`config.mk`:
```
export PLATFORM = sky130hd
export DESIGN_NAME = fp2smag_iter
export DESIGN_NICKNAME = d
export VERILOG_FILES = /design/src/rtl/fp2smag_pkg.sv /design/src/rtl/fp_classify.sv /design/src/rtl/fp2smag_iter.sv
export SDC_FILE = /design/constraint.sdc
export NUM_CORES = 1
export LEC_CHECK = 0
export BUFFER_PORTS_ARGS = -buffer_cell sky130_fd_sc_hd__buf_2
export CORE_MARGIN = 5
export CORE_UTILIZATION = 50
export DETAILED_ROUTE_END_ITERATION = 10
export GPL_TIMING_DRIVEN = 0
export PLACE_DENSITY = 0.77
export SLEW_MARGIN = 25
export SYNTH_ARGS = -nofsm -noshare
export SYNTH_HDL_FRONTEND = slang
export SYNTH_SLANG_ARGS = --single-unit
```
`constraint.sdc`:
```
create_clock -name iClk -period 2.6 [get_ports iClk]
set_clock_uncertainty 0.1 [all_clocks]
set_input_delay 0.26 -clock iClk [delete_from_list [all_inputs] [get_ports iClk]]
set_output_delay 0.26 -clock iClk [all_outputs]
set_load 0.005 [all_outputs]
```
`src/rtl/fp2smag_pkg.sv`:
```
// rtl/fp2smag_pkg.sv - shared state encoding, width helpers and parameter legality check for fp2smag_iter
package fp2smag_pkg;

    typedef enum logic [1:0] {
        ST_IDLE  = 2'd0,
        ST_SHIFT = 2'd1,
        ST_DONE  = 2'd2
    } state_t;

    function automatic int fp2smag_mw(input int ow);
        return ow - 1;
    endfunction

    function automatic int fp2smag_cw(input int fw);
        return $clog2(fw + 1);
    endfunction

    function automatic int fp2smag_in_w(input int ew, input int fw);
        return 1 + ew + fw;
    endfunction

    // The magnitude must fit inside the fraction and be reachable by the exponent range.
    function automatic bit fp2smag_legal(input int ew, input int fw, input int ow);
        int mw;
        mw = ow - 1;
        return (mw >= 1) && (mw <= fw) && (((1 << ew) - 1) >= mw);
    endfunction

endpackage

```
`src/rtl/fp_classify.sv`:
```
// rtl/fp_classify.sv - combinational exponent/fraction classifier: overflow, underflow, zero and shift count
module fp_classify
    import fp2smag_pkg::*;
#(
    parameter int EW = 4,
    parameter int FW = 8,
    parameter int MW = 7,
    parameter int CW = 4
) (
    input  logic [EW-1:0] exponent,
    input  logic [FW-1:0] fraction,
    output logic          of,
    output logic          uf,
    output logic          zero,
    output logic [CW-1:0] shift_n
);

    int exp_i;

    always_comb begin
        exp_i   = int'(exponent);
        of      = exp_i > MW;
        uf      = !of && (exponent == '0);
        zero    = (fraction == '0);
        // Normal exponents are at most MW <= FW, so the difference fits in CW bits.
        shift_n = (of || uf) ? '0 : CW'(FW - exp_i);
    end

endmodule

```
`src/rtl/fp2smag_iter.sv`:
```
// rtl/fp2smag_iter.sv - iterative float to sign-magnitude converter, one shift per cycle; FP2SMAG_ROUND_EN enables round half-up
module fp2smag_iter
    import fp2smag_pkg::*;
#(
    parameter int EW = 4,
    parameter int FW = 8,
    parameter int OW = 8
) (
    input  logic                             iClk,
    input  logic                             iReset,
    input  logic                             iValid,
    output logic                             oReady,
    input  logic [fp2smag_in_w(EW, FW)-1:0] iFp,
    output logic                             oValid,
    input  logic                             iReady,
    output logic [OW-1:0]                    oSmag,
    output logic                             oOF,
    output logic                             oUF
);

    localparam int MW = fp2smag_mw(OW);
    localparam int CW = fp2smag_cw(FW);

    if (!fp2smag_legal(EW, FW, OW)) begin : g_illegal
        $error("fp2smag_iter: illegal EW/FW/OW combination");
    end

    state_t        state_q, state_d;
    logic          sign_q, sign_d;
    logic [FW-1:0] frac_q, frac_d;
    logic [CW-1:0] cnt_q, cnt_d;
    logic          of_q, of_d;
    logic          uf_q, uf_d;
`ifdef FP2SMAG_ROUND_EN
    logic          guard_q, guard_d;
`endif

    logic          cls_of, cls_uf, cls_zero;
    logic [CW-1:0] cls_n;

    fp_classify #(
        .EW(EW),
        .FW(FW),
        .MW(MW),
        .CW(CW)
    ) u_classify (
        .exponent(iFp[EW+FW-1:FW]),
        .fraction(iFp[FW-1:0]),
        .of      (cls_of),
        .uf      (cls_uf),
        .zero    (cls_zero),
        .shift_n (cls_n)
    );

    always_comb begin
        state_d = state_q;
        sign_d  = sign_q;
        frac_d  = frac_q;
        cnt_d   = cnt_q;
        of_d    = of_q;
        uf_d    = uf_q;
`ifdef FP2SMAG_ROUND_EN
        guard_d = guard_q;
`endif
        case (state_q)
            ST_IDLE: begin
                if (iValid) begin
                    sign_d  = iFp[EW+FW] & ~(cls_uf | (cls_zero & ~cls_of));
                    frac_d  = cls_uf ? '0 : iFp[FW-1:0];
                    cnt_d   = cls_n;
                    of_d    = cls_of;
                    uf_d    = cls_uf;
`ifdef FP2SMAG_ROUND_EN
                    guard_d = 1'b0;
`endif
                    state_d = (cls_n == '0) ? ST_DONE : ST_SHIFT;
                end
            end
            ST_SHIFT: begin
                frac_d  = frac_q >> 1;
`ifdef FP2SMAG_ROUND_EN
                guard_d = frac_q[0];
`endif
                cnt_d   = cnt_q - CW'(1);
                if (cnt_q == CW'(1)) begin
                    state_d = ST_DONE;
                end
            end
            ST_DONE: begin
                if (iReady) begin
                    state_d = ST_IDLE;
                end
            end
            default: state_d = ST_IDLE;
        endcase
    end

    always_ff @(posedge iClk) begin
        if (iReset) begin
            state_q <= ST_IDLE;
            sign_q  <= 1'b0;
            frac_q  <= '0;
            cnt_q   <= '0;
            of_q    <= 1'b0;
            uf_q    <= 1'b0;
`ifdef FP2SMAG_ROUND_EN
            guard_q <= 1'b0;
`endif
        end else begin
            state_q <= state_d;
            sign_q  <= sign_d;
            frac_q  <= frac_d;
            cnt_q   <= cnt_d;
            of_q    <= of_d;
            uf_q    <= uf_d;
`ifdef FP2SMAG_ROUND_EN
            guard_q <= guard_d;
`endif
        end
    end

    logic          hi_ovf;
    logic [MW:0]   sum;
    logic          res_of;
    logic [MW-1:0] res_mag;
    logic          res_sign;

    // Result is derived from registers that are frozen in DONE, so outputs hold under backpressure.
    always_comb begin
        hi_ovf   = (frac_q >> MW) != '0;
`ifdef FP2SMAG_ROUND_EN
        sum      = {1'b0, frac_q[MW-1:0]} + {{MW{1'b0}}, guard_q};
`else
        sum      = {1'b0, frac_q[MW-1:0]};
`endif
        res_of   = of_q | hi_ovf | sum[MW];
        res_mag  = res_of ? '1 : sum[MW-1:0];
        res_sign = sign_q & (res_mag != '0);
        oReady   = (state_q == ST_IDLE);
        oValid   = (state_q == ST_DONE);
        oSmag    = oValid ? {res_sign, res_mag} : '0;
        oOF      = oValid & res_of;
        oUF      = oValid & uf_q;
    end

endmodule

```
After elaboration in Yosys (flattened, before gate mapping):

Cells that the tools add are included.

* add/subtract/negate cells: 2
* $lt $le $gt $ge: 1
* eq/ne operators: 6
* muxes and demuxes: 13
* bitwise operators: 9
* reductions and logical operators: 12

Operator list (number)
* $mux 8: 3
* $pmux 8 s2: 1
* $logic_not 4->1: 2
* $logic_not 8->1: 1
* $mux 2: 4
* $mux 4: 2
* $pmux 4 s2: 1
* $mux 7: 1
* $reduce_bool 7->1: 1
* $pmux 2 s3: 1
* $and 1x1->1: 5
* $eq 4x1->1 const B: 1
* $gt 4x3->1 const B: 1
* $ne 2x2->1 const B: 2
* $reduce_and 2->1: 2
* $sub 4x1->4 const B: 1
* $sub 4x4->4 const A: 1
* $reduce_and 3->1: 1
* $eq 2x1->1 const B: 1
* $eq 2x2->1 const B: 1
* $logic_not 2->1: 1
* $ne 2x1->1 const B: 1
* $not 1->1: 2
* $or 1x1->1: 2
* other kinds (4): 4

* register bits: 17
* input port bits: 17
* output and inout bits: 12
* logic and storage cells: 49

Longest topological paths before layout:

* depth in word-level cells: 9
* depth in mapped cells: 6

By module:

A second synthesis with hierarchy kept.

* cells, all modules: 140
* area, all modules: 1126.1 um^2

Modules (own cells, without submodules)
* fp2smag_iter: instances 1, cells an instance 125, area each 1033.5 um^2, seq. area each 340.3 um^2
* fp_classify: instances 1, cells an instance 15, area each 92.6 um^2, seq. area each 0.0 um^2

Least setup slack after synthesis:

OpenSTA, ideal clock, no wires.

* path kind: input to register
* start point: input iFp[8]
* end point: register frac_q[7]
* library setup time: 128 ps
* arrival: 1235 ps
* path slack: 1137 ps
* stages: 6
* cell sequence: inv_1 ha_1 or3b_1 buf_6 a32oi_1 nor2_1

* cells in the longest elaborated chain, start to end: 6

RTL lines
* start: declaration: RTL line fp2smag_iter.sv:13 `input logic [fp2smag_in_w(EW, FW)-1:0] iFp,`
* $gt 4x3->1: RTL line fp_classify.sv:22 `of = exp_i > MW;`
* $logic_not 1->1: RTL line fp_classify.sv:23 `uf = !of && (exponent == '0);`
* $logic_and 1x1->1 *: RTL line fp_classify.sv:23
* $mux 8 *: RTL line fp2smag_iter.sv:69 `frac_d = cls_uf ? '0 : iFp[FW-1:0];`
* $mux 8 *: RTL line fp2smag_iter.sv:67 `if (iValid) begin`
* $pmux 8 s2 *: RTL line fp2smag_iter.sv:65 `case (state_q)`
* end signal: assignment: RTL line fp2smag_iter.sv:112 `frac_q <= frac_d;`
* end: declaration: RTL line fp2smag_iter.sv:30 `logic [FW-1:0] frac_q, frac_d;`

Every way passes the cells marked *; elsewhere a longest branch is shown, timed or not. The select of a mux whose other input is x is not followed.
A chain may end at the register's enable or synchronous reset.

Final worst setup path:

* start point: register state_q[1]
* end point: output oSmag[7]

* cells in the longest elaborated chain, start to end: 2

RTL lines
* start: declaration: RTL line fp2smag_iter.sv:28 `state_t state_q, state_d;`
* start signal: assignment: RTL line fp2smag_iter.sv:110 `state_q <= state_d;`
* $eq 2x2->1: RTL line fp2smag_iter.sv:140 `oValid = (state_q == ST_DONE);`
* $mux 8: RTL line fp2smag_iter.sv:141 `oSmag = oValid ? {res_sign, res_mag} : '0;`
* end: declaration: RTL line fp2smag_iter.sv:16 `output logic [OW-1:0] oSmag,`

No other way between the ends.

==> out/summary.txt <==
=====================================================================================
I/O pin cnt                                                                        29
Mean routed wirelength per cell                                               14.6 um
Crit-path max FO                                                                   10
Status                                                                   complete, no violations
Antenna violations before repair                                                    0
Via count                                                                        1109
Fraction of synthesized cell area taken by the top area cell type               0.324
Layout net count                                                                  181
Post-synthesis area per instance                                             8.14 um2
Internal portion of total power                                              0.455 mW
Clock power share                                                               0.213
Post-layout minimum cycle time                                                2.02 ns
Met2 usage                                                                      0.326
Core area                                                                    1980 um2
Peak supply drop                                                             0.373 mV
TritonCTS Buffers                                                                   3
Relative area change from synthesis to final layout                             18.7%
Most common cell after layout, fill and taps aside                       sky130_fd_sc_hd__buf_2
Hold Path Class                                                          input pin to flip-flop
Fraction of registers with async set/reset                                          0
Switch share                                                                    0.354
TritonCTS clock tree                                                              yes
Count of flip-flops with a built-in enable after synthesis                          0
Post-CTS Resized                                                                    0
Count of buffers added by post-CTS timing repair for setup                          0
Arrival time worst endpoint                                                   1.66 ns
Vias per inst                                                                    5.93
Main flop type after synthesis                                           sky130_fd_sc_hd__dfxtp_1
Peak clock frequency supported by timing                                    0.494 GHz
Starting Density                                                                0.530
Max-Slew Margin vs Limit                                                        0.668
Unique cell type count in the Yosys netlist                                        41
Global placer's final weighted congestion                                       0.832
Mapped Area                                                                  1050 um2
Chip width                                                                    55.8 um
Critical path launch point type                                             flip-flop
Element type at the critical path end                                    primary output
Final worst-path cycle share                                                    0.778
Flip-flop and latch count after synthesis                                          17
Final-report hold violation count                                                   0
Insertion delay to the later sink of the worst-skew pair                      0.30 ns
Layer with the highest usage after global routing                                met2
Total count of max-transition violations in the final report                        0
Clock-pin slew of the registers on the worst-case setup and hold paths        0.11 ns
Aggregate global routing overflow                                                   0
Number of nets with antenna violations after routing                                0
Count of routing violations after the opening detailed-route iteration             22
Reg power frac                                                                  0.463
WS Path Type                                                             flip-flop to primary output
Synth warn                                                                          0
H-tree Lvls                                                                         1
Met3 usage in global routing                                                   0.0394
Highest-count cells in the layout ignoring fill and taps                 sky130_fd_sc_hd__buf_2, sky130_fd_sc_hd__dfxtp_1, sky130_fd_sc_hd__nor2_1
Drt first pass iters                                                                4
Total power density per cell area                                          565 nW/um2
Overall global routing resource usage                                           0.185
Number of cells traversed by the worst register-to-register path                    4
IO buf count                                                                       27
Fraction of layout cells with a size suffix above 1                             0.263
Hold bufs inserted after CTS                                                        0
Setup TNS                                                                        0 ns
Global-route wire length before repair                                        4690 um
Power dissipated by switching net loads                                      0.249 mW
Total Wirelength                                                              2740 um
Flop-to-flop setup slack                                                      0.95 ns
Half-perimeter wire length after detailed placement                           2020 um
Largest net degree at the start of global routing                                  11
Req. time, crit path                                                          2.24 ns
LEAKAGE                                                                      0.529 nW
Die span in y                                                                 55.8 um
DRC errors left                                                                     0
Site row count                                                                     16
Hold Slack                                                                  0.0976 ns
Top cell type by total area after synthesis                              sky130_fd_sc_hd__dfxtp_1
# Max-Cap Violations                                                                0
Count of mapped cells out of synthesis                                            129
Clock root buffer                                                        sky130_fd_sc_hd__clkbuf_4
Slew at the pin closest to its max-slew limit                                0.498 ns
Share of power burned in combinational logic                                    0.323
RSZ-0062 raised after global routing                                            false
Number of clock sinks                                                              17
Syn_nets                                                                          149
Share of the yosys chip area belonging to registers                             0.324
Final setup fails                                                                   0
Via count of the first global-routing pass                                       1105
Antenna diode count                                                                 0
Area enclosed by the die boundary                                            3120 um2
Met1 track demand over resource in global routing                               0.209
Number of cells on the worst hold path                                              3
Cell types occupying the most area after synthesis                       sky130_fd_sc_hd__dfxtp_1, sky130_fd_sc_hd__o221ai_1, sky130_fd_sc_hd__a21oi_1, sky130_fd_sc_hd__nor2_1, sky130_fd_sc_hd__o21a_1
CTS max path bufs                                                                   2
Fill cell instance count of the final layout                                      189
=====================================================================================
worst max-delay path, cell delays in order, from the launching register on:
cell and delay [ns]:
sky130_fd_sc_hd__dfxtp_1 0.36, sky130_fd_sc_hd__buf_2 0.21, sky130_fd_sc_hd__nor2b_1 0.20, sky130_fd_sc_hd__buf_2 0.24, sky130_fd_sc_hd__nand2_1 0.07, sky130_fd_sc_hd__a31oi_1 0.14
sky130_fd_sc_hd__buf_2 0.14
cell usage after synthesis, types with 2 or more instances:
cell type and count:
sky130_fd_sc_hd__a21oi_1 11, sky130_fd_sc_hd__a31oi_1 4, sky130_fd_sc_hd__and2_1 2, sky130_fd_sc_hd__buf_2 5, sky130_fd_sc_hd__clkbuf_1 3, sky130_fd_sc_hd__dfxtp_1 17
sky130_fd_sc_hd__ha_1 3, sky130_fd_sc_hd__inv_1 7, sky130_fd_sc_hd__nand2_1 8, sky130_fd_sc_hd__nand2b_1 2, sky130_fd_sc_hd__nand4_1 2, sky130_fd_sc_hd__nor2_1 12
sky130_fd_sc_hd__nor2b_1 4, sky130_fd_sc_hd__nor3_1 2, sky130_fd_sc_hd__nor4_1 4, sky130_fd_sc_hd__nor4bb_1 2, sky130_fd_sc_hd__o21a_1 6, sky130_fd_sc_hd__o21ai_0 3
sky130_fd_sc_hd__o221ai_1 7, sky130_fd_sc_hd__o22ai_1 2, sky130_fd_sc_hd__o41ai_1 2, sky130_fd_sc_hd__or3b_1 2
worst paths after layout:
check / start / endpoint
min reg2reg: uf_q / uf_q
min: iFp[1] / frac_q[1]
max reg2reg: cnt_q[0] / state_q[0]
max: state_q[1] / oSmag[7]
logic make-up (layout without fill, tap and decap cells):
group                      Yosys count  after routing  synth area share
xor gates and xnor gates             1              1           0.00834
muxes                                1              1           0.00954
buffers and inverters               17             48            0.0775
and+or+nand+nor                     48             48             0.261
AOI/OAI and AO/OA                   42             42             0.284
adders and majority gates            3              3            0.0358
DFF                                 17             17             0.324
final cells by class:
class	count	area [um2]	area share
repair buffers	27	135	0.108
well taps	27	33.8	0.0271
clock inverters	1	5.00	0.00402
inverters	7	26.3	0.0211
flip-flops and latches	17	340	0.273
plain buffers	10	55.1	0.0442
multi-input cells	95	628	0.504
clock buffers	3	22.5	0.0181
power by group through the flow:
| stage | Sequential, mW | Clock [mW] | Combinational [mW] |
|---|---|---|---|
| final | 0.326 | 0.150 | 0.228 |
| after global routing | 0.332 | 0.163 | 0.255 |
| after CTS | 0.326 | 0.150 | 0.226 |
| after detailed placement | 0.332 | 0 | 0.223 |
| after global placement | 0.330 | 0 | 0.219 |
| after floorplan | 0.323 | 0 | 0.161 |
metal layers:
metal | wire length, um | vias up | share of wire
li1 | - | 542 | -
met5 | 0 | - | 0
met1 | 1160 | 529 | 0.42
met2 | 1350 | 33 | 0.49
met3 | 178 | 5 | 0.065
met4 | 51 | 0 | 0.019
flip-flops by register name, indices dropped and copies added (netlist names):
name and count:
cnt_q 4, of_q 1, frac_q 8, sign_q 1, uf_q 1, state_q 2
through the flow:
step | area (um2) | utilization | setup slack [ns] | cells | power (mW)
2_1_floorplan | 1050 | - | 1.14 | 129 | 0.484
3_3_place_gp | 1220 | 0.615 | 0.937 | 183 | 0.549
3_5_place_dp | 1220 | 0.615 | 0.917 | 183 | 0.555
4_1_cts | 1250 | 0.629 | 0.584 | 187 | 0.702
5_1_grt | 1250 | 0.629 | 0.465 | 187 | 0.749
6_report | 1250 | 0.629 | 0.576 | 187 | 0.704
Note: power is estimated with default switching activity, not from simulation.
